==> config.mk <==
export PLATFORM = sky130hd
export DESIGN_NAME = pipe_hazard_unit
export DESIGN_NICKNAME = d
export VERILOG_FILES = /design/src/rtl/pipe_hazard_unit.sv
export SDC_FILE = /design/constraint.sdc
export NUM_CORES = 1
export LEC_CHECK = 0
export CORE_MARGIN = 10
export CORE_UTILIZATION = 44
export CTS_CLUSTER_SIZE = 14
export DETAILED_ROUTE_END_ITERATION = 6
export PLACE_DENSITY = 0.94
export SYNTH_ARGS = -nofsm -noshare
export SYNTH_HDL_FRONTEND = slang
export SYNTH_HIERARCHICAL = 1
export SYNTH_SLANG_ARGS = --single-unit
==> constraint.sdc <==
create_clock -name clk -period 5.8 [get_ports clk]
set_input_delay 1.16 -clock clk [delete_from_list [all_inputs] [get_ports clk]]
set_output_delay 1.16 -clock clk [all_outputs]
set_load 0.01 [all_outputs]
==> src/rtl/pipe_hazard_unit.sv <==
// Hazard/forwarding controller for the 5-stage ARM pipeline: EX operand forwarding,
// load-use and flag-use stalls, branch flush, and multi-cycle data-memory freeze.

module pipe_hazard_fwd_sel #(
  parameter int REG_W    = 5,
  parameter int ZERO_REG = 31
) (
  input  logic [REG_W-1:0] src,
  input  logic [REG_W-1:0] mem_rd,
  input  logic             mem_regwrite,
  input  logic [REG_W-1:0] wb_rd,
  input  logic             wb_regwrite,
  output logic [1:0]       sel
);
  localparam logic [REG_W-1:0] XZR = REG_W'(ZERO_REG);

  // The younger producer (EX/MEM) holds the newer value, so it wins over MEM/WB.
  always_comb begin
    sel = 2'b00;
    if (mem_regwrite && mem_rd == src && mem_rd != XZR)
      sel = 2'b01;
    else if (wb_regwrite && wb_rd == src && wb_rd != XZR)
      sel = 2'b10;
  end
endmodule

module pipe_hazard_unit #(
  parameter int REG_W    = 5,
  parameter int ZERO_REG = 31,
  parameter int MEM_LAT  = 1,
  parameter int CNT_W    = 16
) (
  input  logic             clk,
  input  logic             rst,
  input  logic [REG_W-1:0] id_rn,
  input  logic [REG_W-1:0] id_rm,
  input  logic             id_use_rn,
  input  logic             id_use_rm,
  input  logic             id_condbr,
  input  logic             id_br_taken,
  input  logic [REG_W-1:0] ex_rn,
  input  logic [REG_W-1:0] ex_rm,
  input  logic [REG_W-1:0] ex_rd,
  input  logic             ex_regwrite,
  input  logic             ex_memread,
  input  logic             ex_setflags,
  input  logic [REG_W-1:0] mem_rd,
  input  logic             mem_regwrite,
  input  logic             mem_access,
  input  logic [REG_W-1:0] wb_rd,
  input  logic             wb_regwrite,
  output logic [1:0]       fwd_a,
  output logic [1:0]       fwd_b,
  output logic             pc_stall,
  output logic             if_id_stall,
  output logic             id_ex_bubble,
  output logic             if_id_flush,
  output logic             freeze,
  output logic [CNT_W-1:0] stall_cycles
);
  localparam int               NUM_OPS = 2;
  localparam int               WCW     = (MEM_LAT > 2) ? $clog2(MEM_LAT) : 1;
  localparam bit               MULTI   = (MEM_LAT > 1);
  localparam logic [REG_W-1:0] XZR     = REG_W'(ZERO_REG);
  localparam logic [WCW-1:0]   WAIT_LD = WCW'((MEM_LAT > 1) ? MEM_LAT - 2 : 0);

  typedef enum logic {S_RUN, S_WAIT} state_t;

  typedef struct packed {
    logic pc_stall;
    logic if_id_stall;
    logic id_ex_bubble;
    logic if_id_flush;
    logic freeze;
  } ctrl_t;

  // Operand index 0 is A (rn), 1 is B (rm).
  logic [NUM_OPS-1:0][REG_W-1:0] ex_src, id_src;
  logic [NUM_OPS-1:0]            id_use, id_hit;
  logic [NUM_OPS-1:0][1:0]       fwd_sel;

  assign ex_src = {ex_rm, ex_rn};
  assign id_src = {id_rm, id_rn};
  assign id_use = {id_use_rm, id_use_rn};

  for (genvar i = 0; i < NUM_OPS; i++) begin : g_op
    pipe_hazard_fwd_sel #(.REG_W(REG_W), .ZERO_REG(ZERO_REG)) u_fwd (
      .src          (ex_src[i]),
      .mem_rd       (mem_rd),
      .mem_regwrite (mem_regwrite),
      .wb_rd        (wb_rd),
      .wb_regwrite  (wb_regwrite),
      .sel          (fwd_sel[i])
    );
    assign id_hit[i] = id_use[i] && (id_src[i] == ex_rd);
  end

  logic lu, fu, hz;
  assign lu = ex_memread && ex_regwrite && (ex_rd != XZR) && (|id_hit);
  assign fu = id_condbr && ex_setflags;
  assign hz = lu || fu;

  state_t         state, state_nx;
  logic [WCW-1:0] wait_cnt, wait_cnt_nx;
  logic           frz;

  always_ff @(posedge clk) begin
    if (rst) begin
      state    <= S_RUN;
      wait_cnt <= '0;
    end else begin
      state    <= state_nx;
      wait_cnt <= wait_cnt_nx;
    end
  end

  // The access that starts in RUN is frozen MEM_LAT-1 cycles and completes on the
  // WAIT cycle where wait_cnt reaches 0, so RUN may immediately accept the next one.
  always_comb begin
    state_nx    = state;
    wait_cnt_nx = wait_cnt;
    frz         = 1'b0;
    case (state)
      S_RUN: begin
        if (mem_access && MULTI) begin
          frz         = 1'b1;
          state_nx    = S_WAIT;
          wait_cnt_nx = WAIT_LD;
        end
      end
      S_WAIT: begin
        if (wait_cnt != '0) begin
          frz         = 1'b1;
          wait_cnt_nx = wait_cnt - 1'b1;
        end else begin
          state_nx = S_RUN;
        end
      end
      default: state_nx = S_RUN;
    endcase
  end

  ctrl_t ctrl;

  // A hazard makes the ID branch decision stale, so the flush only fires when clean.
  always_comb begin
    ctrl = '0;
    if (rst) begin
      ctrl = '0;
    end else if (frz) begin
      ctrl.freeze      = 1'b1;
      ctrl.pc_stall    = 1'b1;
      ctrl.if_id_stall = 1'b1;
    end else if (hz) begin
      ctrl.pc_stall     = 1'b1;
      ctrl.if_id_stall  = 1'b1;
      ctrl.id_ex_bubble = 1'b1;
    end else if (id_br_taken) begin
      ctrl.if_id_flush = 1'b1;
    end
  end

  assign fwd_a        = rst ? 2'b00 : fwd_sel[0];
  assign fwd_b        = rst ? 2'b00 : fwd_sel[1];
  assign pc_stall     = ctrl.pc_stall;
  assign if_id_stall  = ctrl.if_id_stall;
  assign id_ex_bubble = ctrl.id_ex_bubble;
  assign if_id_flush  = ctrl.if_id_flush;
  assign freeze       = ctrl.freeze;

  logic [CNT_W-1:0] cnt;

  always_ff @(posedge clk) begin
    if (rst)
      cnt <= '0;
    else if (ctrl.pc_stall && cnt != '1)
      cnt <= cnt + 1'b1;
  end

  assign stall_cycles = rst ? '0 : cnt;
endmodule

# Word-level counts from Yosys, hierarchy flattened
# Cells that the tools add are included.
# classes
n_eq_ne	10
n_reduce_logical	17
mux	17
n_addsub	2
# ops
op	n
5-bit == test	6
16-bit by 1-bit adder with 16-bit output, second input constant	1
16-bit two-way mux	1
2-bit two-way mux	8
16-bit inequality test, second input constant	1
1-bit logical AND	15
5-bit inequality test, second input constant	3
1-bit two-way mux	6
5-bit two-way mux	1
3-bit two-way mux	1
2-bit OR reduction	1
1-bit logical OR	1
1-bit subtractor, second input constant	1
# totals
out_inout_bits	25
reg_bits	18
elab_cells	49
input_bits	47

# Depth between registers and ports, before layout
# Gate-level depths: netlist (run 1).
# logic_depth
word_depth	9
ltp_mapped	7
depth_no_buf	7

# By module
# Netlist (run 1), hierarchy kept.
# by_module_without_submodules
module	area_per_inst_um2	seq_area_each_um2	cells_each	n_inst
pipe_hazard_unit	1196.1	320.3	148	1
pipe_hazard_fwd_sel	142.6	0.0	19	2

# Worst setup path after synthesis (run 1)
# OpenSTA, ideal clock, no wires.
# synth_path
kind	input to output
start	input port ex_rd[2]
end	output port if_id_stall
setup_slack_ns	2.353
t_required_ns	4.640
arrival_ns	2.287
path_buffers	2
stages	7
path_cell_list	xnor2_1 > nand4_1 > o22ai_2 > a21oi_2 > buf_6 > nor2_1 > buf_4
# synth_between
elab_chain_len	8
word_cells_on_any_way	12
cone_classes	eq/ne (3); mux (3); reduce/logical (6)
# synth_rtl
item	line_no	rtl
from (decl)	43	input logic [REG_W-1:0] ex_rd,
5-bit == test	95	assign id_hit[i] = id_use[i] && (id_src[i] == ex_rd);
1-bit logical AND	95	
2-bit OR reduction	99	assign lu = ex_memread && ex_regwrite && (ex_rd != XZR) && (|id_hit);
1-bit logical AND *	99	
1-bit logical OR *	101	assign hz = lu || fu;
3-bit two-way mux *	154	end else if (hz) begin
2-bit two-way mux *	150	end else if (frz) begin
5-bit two-way mux *	148	if (rst) begin
to (decl)	55	output logic if_id_stall,
# Every way passes the cells marked *; elsewhere a longest branch is shown, timed or not.

# Worst setup path in the final report (run 1)
# layout_path
start	input port ex_rd[2]
end	output port pc_stall
# layout_between
elab_chain_len	8
word_cells_on_any_way	12
cone_classes	eq/ne (3); mux (3); reduce/logical (6)
# layout_rtl
item	line_no	rtl
5-bit == test	95	
1-bit logical AND	95	
2-bit OR reduction	99	
1-bit logical AND *	99	
1-bit logical OR *	101	
3-bit two-way mux *	154	
2-bit two-way mux *	150	
5-bit two-way mux *	148	
to (decl)	54	output logic pc_stall,
# Marks and branches as above.

==> summary.md, run 1 <==
| Metric | Value |
|---|---|
| Largest net degree at the start of global routing | 37 |
| Vias in the first global route | around 1700 |
| Slew margin rel. | 0.2361 |
| Outcome | finished clean |
| Max reg flops | 16 |
| Non-Filler Instances | between 200 and 300 |
| Top-count cell post-synth | nor2b_1 |
| Initial core utilization | 0.4510 |
| Max Root-Sink Buffers | 2 |
| Synth Instances | ~190 |
| Synth warn | 6 |
| GR Util met2 | 0.2562 |
| Grt met1 use | 0.1744 |
| Initial antenna violation count | 0 |
| Worst Setup SP | ex_rd[2] |
| CTS clk-pin slew, worst paths | approximately 90 ps |
| Unrepaired setup endpoints after global routing | no |
| Compound-Gate Fraction of Synth Area | 0.1436 |
| Clk_skew | 4.860 ps |
| Die Wd | ~78 um |
| Residual DRC | 0 |
| First-pass GRT wire length | between 7000 and 8000 um |
| Fin. Hold Viols | 0 |
| DRT Pass-1 Iters | 4 |
| Gr ovfl total | 0 |
| Cell count along the critical path | 7 |
| Vias per cell | 5.349 |
| GRT met3 Usage | 0.05467 |
| Mux contribution to synthesized area | 0.04730 |
| IO Port Bufs | 69 |
| Top cells by area, synth | dfxtp_1, nor2b_1, xnor2_1, xor2_1, nand2_1 |
| Placed instance count | 294 |
| Reg2reg setup slack | roughly 3700 ps |
| CTS tree | yes |
| Yosys top cell area share | 0.2162 |
| WL final | ~4700 um |
| Die ar. | ~6100 um^2 |
| Area delta synth->final | 50.17% |
| H-tree level count | 1 |
| GR peak layer | met2 |
| Root buf cell | clkbuf_4 |
| Dominant cell type by area after synthesis | dfxtp_1 |
| Setup crit end | pc_stall |
| Simple-gate area share of the yosys netlist | 0.3868 |
| Post-DRT Antenna Nets | 0 |
| IO Pins | between 70 and 80 |
| Reg-to-reg endpoint | cnt[2] |
| Cell family with most CP delay | buffers and inverters |
| Placed Area | between 2000 and 2500 um^2 |
| Row Count | 21 |
| DPL Wire Length | 3829 um |
| CP max-delay cell | clkdlybuf4s50_1 |
| Most common flop cell mapped by yosys | dfxtp_1 |
| Share of post-route cells with drive strength above 1 | 0.09127 |
| Worst Setup Path Type | input pin to output pin |
| Core ar. | ~3300 um^2 |
| Fillers | about 260 |
| Least-Margin Pin Slew | around 1100 ps |
| Syn Nets | roughly 230 |
| Synth Area in Adders | 0.008446 |
| Biggest regs | cnt: 16 flops |
| Largest family of logic cells by synthesized area | simple AND/OR/NAND/NOR gates |
| Ys async rst share | 0 |
| CP peak stage delay | between 500 and 600 ps |
| Hold Buf Count CTS | 0 |
| MaxCap Viol Count | 0 |
| Worst Setup End Kind | output pin |
| Power Density | between 100 and 150 nW/um^2 |
| CP bufs+invs | 2 |
| Hold Crit Depth | 2 |
| Final Setup Violations | 0 |
| Total number of vias | ~1600 |
| Register name with the most flops | cnt |
| Postcts setup bufs | 0 |
| Clock latency on the worst-skew pair | ~290 ps |
| Drt initial violations | 38 |
| Post-Route Setup TNS | 0 ps |
| Die height | a little under 80 um |
| Leak Pwr | around 0.8 nW |
| Post-route design area | roughly 2200 um^2 |
| Syn_area_per_cell | approximately 8.0 um^2 |
| CTS buffer count | 3 |
| Critical path arrival | between 3000 and 4000 ps |
| CP Data Required Time | roughly 4600 ps |
| Slew Viols, Final | 0 |
| Number of synthesized flops with an enable pin | 0 |
| Crit-path max FO | 11 |
| XOR/XNOR Fraction of Synth Area | 0.1596 |
| Wirelength per Cell | between 15 and 20 um |
| Startpoint Class | input pin |
| Critical-path cell list | clkdlybuf4s50_1, xnor2_1, nand4_1, o22ai_2, a21oi_2, nor2_1, clkdlybuf4s50_1 |
| Gr usage total | 0.1520 |
| Worst path most repeated cell | clkdlybuf4s50_1 |
| Resized Gates After CTS | 0 |
| Hold Path Class | flip-flop to flip-flop |
| Fin crit share | 0.7722 |
| Fmax achieved | roughly 220 MHz |
| Synth Register Bits | 16 |
| Peak VDD IR | 133.7 uV |
| Min Tclk post-route | ~4500 ps |
| Reg-to-reg startpoint | cnt[0] |
| Synthesized cell area | approximately 1500 um^2 |
| # clock sinks | 16 |
| R2R depth | 7 |
| Library cells used by synthesis | 45 |
| Register area share after synthesis | 0.2162 |
| GPL Wtd Cong | around 0.79 |
| Total Nets Final | between 300 and 400 |
| Antenna diodes | 0 |
| Top post-synthesis cells by count | nor2b_1, dfxtp_1, nand2_1, nor2_1, xnor2_1 |
layout by cell type (no fill, tap or decap), types with 2 or more instances in the layout:
cell type / count
xor2_1: 13
xnor2_1: 14
nor4_2: 3
mux2_2: 2
o21a_1: 2
nand3_1: 10
o21ai_0: 7
or4_1: 3
nor2b_1: 20
a21oi_1: 6
a21oi_2: 2
mux2_1: 2
nor3_2: 2
clkbuf_4: 3
nor2_1: 16
nand2_1: 16
nand4_1: 7
a41oi_1: 2
nor3_1: 8
o2111a_2: 2
o211a_1: 2
dfxtp_1: 16
or3_1: 4
clkdlybuf4s50_1: 69
per-stage QoR:
stage	total power (W)	hold WS (ps)	util	setup slack [ps]
after floorplan	0.0001497	490.3	-	2353
after global placement	0.0001938	510.5	0.6663	1371
after detailed placement	0.0001969	538.5	0.6663	1294
after CTS	0.0002712	554.7	0.6773	1303
after global routing	0.0002826	568.5	0.6773	1173
final	0.0002702	556.8	0.6773	1322
power by group:
group          leakage, nW  switching (W)  internal, W  total (W)
combinational        0.640      0.0000355    0.0000477  0.0000831
sequential           0.129     0.00000135     0.000111   0.000112
clock               0.0210      0.0000367    0.0000382  0.0000749
layer usage:
metal | vias to the layer above | wire [um]
li1 | 795 | -
met3 | 10 | 467
met2 | 68 | 2159
met4 | 0 | 96
met5 | - | 0
met1 | 721 | 1995
cell families after synthesis:
kind of cell | count (synthesis)
xor+xnor | 27
simple gates | 98
buf+inv | 9
compound gates | 28
fa+ha+maj | 1
flops | 16
other cells | 1
mux | 6
cell type report:
cell class | instances | area [um^2] | area share
Sequential cell | 16 | 320.3 | 0.1440
Inverter | 1 | 3.754 | 0.001687
Timing Repair Buffer | 70 | 698.2 | 0.3138
Tap cell | 46 | 57.56 | 0.02587
Clock buffer | 4 | 36.28 | 0.01631
Multi-Input combinational cell | 161 | 1109 | 0.4983
how the worst min path moves through the flow:
stage          startpoint      end  slack, ps
2_1_floorplan     cnt[12]  cnt[12]        490
3_3_place_gp      cnt[12]  cnt[12]        510
3_5_place_dp      cnt[12]  cnt[12]        540
4_1_cts           cnt[12]  cnt[12]        550
5_1_grt           cnt[12]  cnt[12]        570
6_report          cnt[14]  cnt[14]        560
tightest hold or removal path: stages, from the launching register on:
cell and delay (ps):
dfxtp_1 370, o21ai_0 90, a21oi_1 60
Note: power is estimated with default switching activity, not from simulation.
==> run 2: changes to the inputs <==
Settings changed: CORE_UTILIZATION 44 to 37, PLACE_DENSITY 0.94 to 0.85.
Clock period 5.8 ns to 3.8 ns, I/O delays scaled along.
==> summary.md, run 2 (synthesis gave the netlist of run 1 again) <==
| Metric | Value |
|---|---|
| Outcome | finished clean |
| H-tree level count | 1 (unchanged) |
| Drt initial violations | 45 (+18%) |
| Peak VDD IR | 211.6 uV (+58%) |
| Most frequent cells in the layout | clkdlybuf4s50_1, nor2b_1, nand2_1, nor2_1, dfxtp_1 |
| Max Root-Sink Buffers | 2 (unchanged) |
| Die Wd | 83.28 um (+6.7%) |
| Hold Path Class | flip-flop to flip-flop |
| CTS clk-pin slew, worst paths | 60 ps (-30 ps) |
| Slew Viols, Final | 0 (unchanged) |
| Die height | 83.28 um (+6.7%) |
| Vias in the first global route | 1537 (-8.3%) |
| GR peak layer | met2 |
| Worst Setup End Kind | output pin |
| Commonest non-fill, non-tap cell in the layout | clkdlybuf4s50_1 |
| R2R depth | 7 (unchanged) |
| Gr ovfl total | 0 (unchanged) |
| IO Pins | 72 (unchanged) |
| Startpoint Class | input pin |
| Min Tclk post-route | approximately 3500 ps |
| Biggest regs | cnt: 16 flops |
| Final WS setup | 303.9 ps (-1018 ps) |
| Root buf cell | clkbuf_8 |
| Resized Gates After CTS | 0 (unchanged) |
| Gr usage total | 0.1276 (-0.02446) |
| Worst path most repeated cell | clkdlybuf4s50_1 |
| # clock sinks | 16 (unchanged) |
| Clk_skew | 2.566 ps (-2.293 ps) |
| Core ar. | 3771 um^2 (+15%) |
| Place WS | 279.8 ps (-1015 ps) |
| Post-DRT Antenna Nets | 0 (unchanged) |
| Final Setup Violations | 0 (unchanged) |
| Largest net degree at the start of global routing | 23 (-38%) |
| Initial core utilization | 0.3928 (-0.05821) |
| Worst Setup Path Type | input pin to output pin |
| Hold Buf Count CTS | 0 (unchanged) |
| GR Util met2 | 0.2304 (-0.02577) |
| Worst hold margin | 537.7 ps (-19.08 ps) |
| First-pass GRT wire length | 7617 um (-1.8%) |
| DPL Wire Length | 3825 um (about the same) |
| Critical path arrival | 2740 ps (-580 ps) |
| Fmax achieved | around 290 MHz |
| Area delta synth->final | 52.62% |
| DRT Pass-1 Iters | 4 (unchanged) |
| Max reg flops | 16 (unchanged) |
| CP Data Required Time | 3040 ps (-1600 ps) |
| Die ar. | 6935 um^2 (+14%) |
| GPL Wtd Cong | 0.8818 (+12%) |
| CTS buffer count | 3 (unchanged) |
| WL final | 4617 um (-2.1%) |
| Post-Route Setup TNS | 0 ps (unchanged) |
| Unrepaired setup endpoints after global routing | no |
| CP max-delay cell | clkdlybuf4s50_1 |
| Residual DRC | 0 (unchanged) |
| Share of post-route cells with drive strength above 1 | 0.09843 (+0.007155) |
| Hold Crit Depth | 2 (unchanged) |
| MaxCap Viol Count | 0 (unchanged) |
| Row Count | 22 (+4.8%) |
| Vias per cell | 5.225 (-2.3%) |
| IO Port Bufs | 69 (unchanged) |
| CTS tree | yes |
| Fin. Hold Viols | 0 (unchanged) |
| Antenna diodes | 0 (unchanged) |
| Grt met1 use | 0.1491 (-0.02528) |
| Wirelength per Cell | 15.29 um (-3.4%) |
| Fin crit share | 0.9200 |
| CP peak stage delay | 570 ps (-20 ps) |
| Power Density | 200.4 nW/um^2 (+65%) |
| Crit-path max FO | 4 (-7) |
| Total Nets Final | 303 (+0.66%) |
| Finished Core Util | 0.5995 (-0.07780) |
| Critical-path cell list | clkdlybuf4s50_1, xnor2_1, nand4_1, o22ai_2, a21oi_2, nor2_1, clkdlybuf4s50_1 |
| Postcts setup bufs | 0 (unchanged) |
| Initial antenna violation count | 0 (unchanged) |
| GRT met3 Usage | 0.02832 (-0.02635) |
| Register name with the most flops | cnt |
| Clock latency on the worst-skew pair | 250 ps (-40 ps) |
| Total number of vias | 1578 (-1.0%) |
| Leak Pwr | 0.8070 nW (+2.2%) |
[run 2: per-layer routing]
layer  vias up  part of all wire
met4         0            0.0052
met3         4             0.060
met2        43              0.50
met5         -                 0
li1        797                 -
met1       734              0.43
[run 2: worst paths after layout]
path         endpoint  slack [ps]     start
max          pc_stall         300  ex_rd[4]
min           cnt[12]         540   cnt[12]
max reg2reg    cnt[2]        1670    cnt[0]
min reg2reg   cnt[12]         540   cnt[12]
[run 2: final cells by class]
cell class / count / area (um^2)
Fill cell: 357 / 1510
Multi-Input combinational cell: 161 / 1109
Timing Repair Buffer: 72 / 713.2
Sequential cell: 16 / 320.3
Tap cell: 48 / 60.06
Clock buffer: 4 / 55.05
Inverter: 1 / 3.754
[run 2: power by group]
| part | internal (W) | switching, W | total (W) | leakage, nW |
|---|---|---|---|---|
| registers | 0.000169 | 0.00000246 | 0.000172 | 0.129 |
| logic | 0.0000742 | 0.0000525 | 0.000127 | 0.649 |
| clock network | 0.0000921 | 0.0000628 | 0.000155 | 0.0288 |
| total | 0.000335 | 0.000118 | 0.000453 | 0.807 |
[run 2: critical path: cells and delay by family]
family	cells	cell delay, ps
compound gates	2	420
xor+xnor	1	150
buf+inv	2	1120
simple gates	2	280
[run 2: per-stage QoR]
step | area [um^2] | cells | power, W
after global placement | 2206 | 298 | 0.0002979
after CTS | 2261 | 302 | 0.0004534
after floorplan | 1481 | 186 | 0.0002285
after detailed placement | 2206 | 298 | 0.0003017
after global routing | 2261 | 302 | 0.0004716
final | 2261 | 302 | 0.0004532
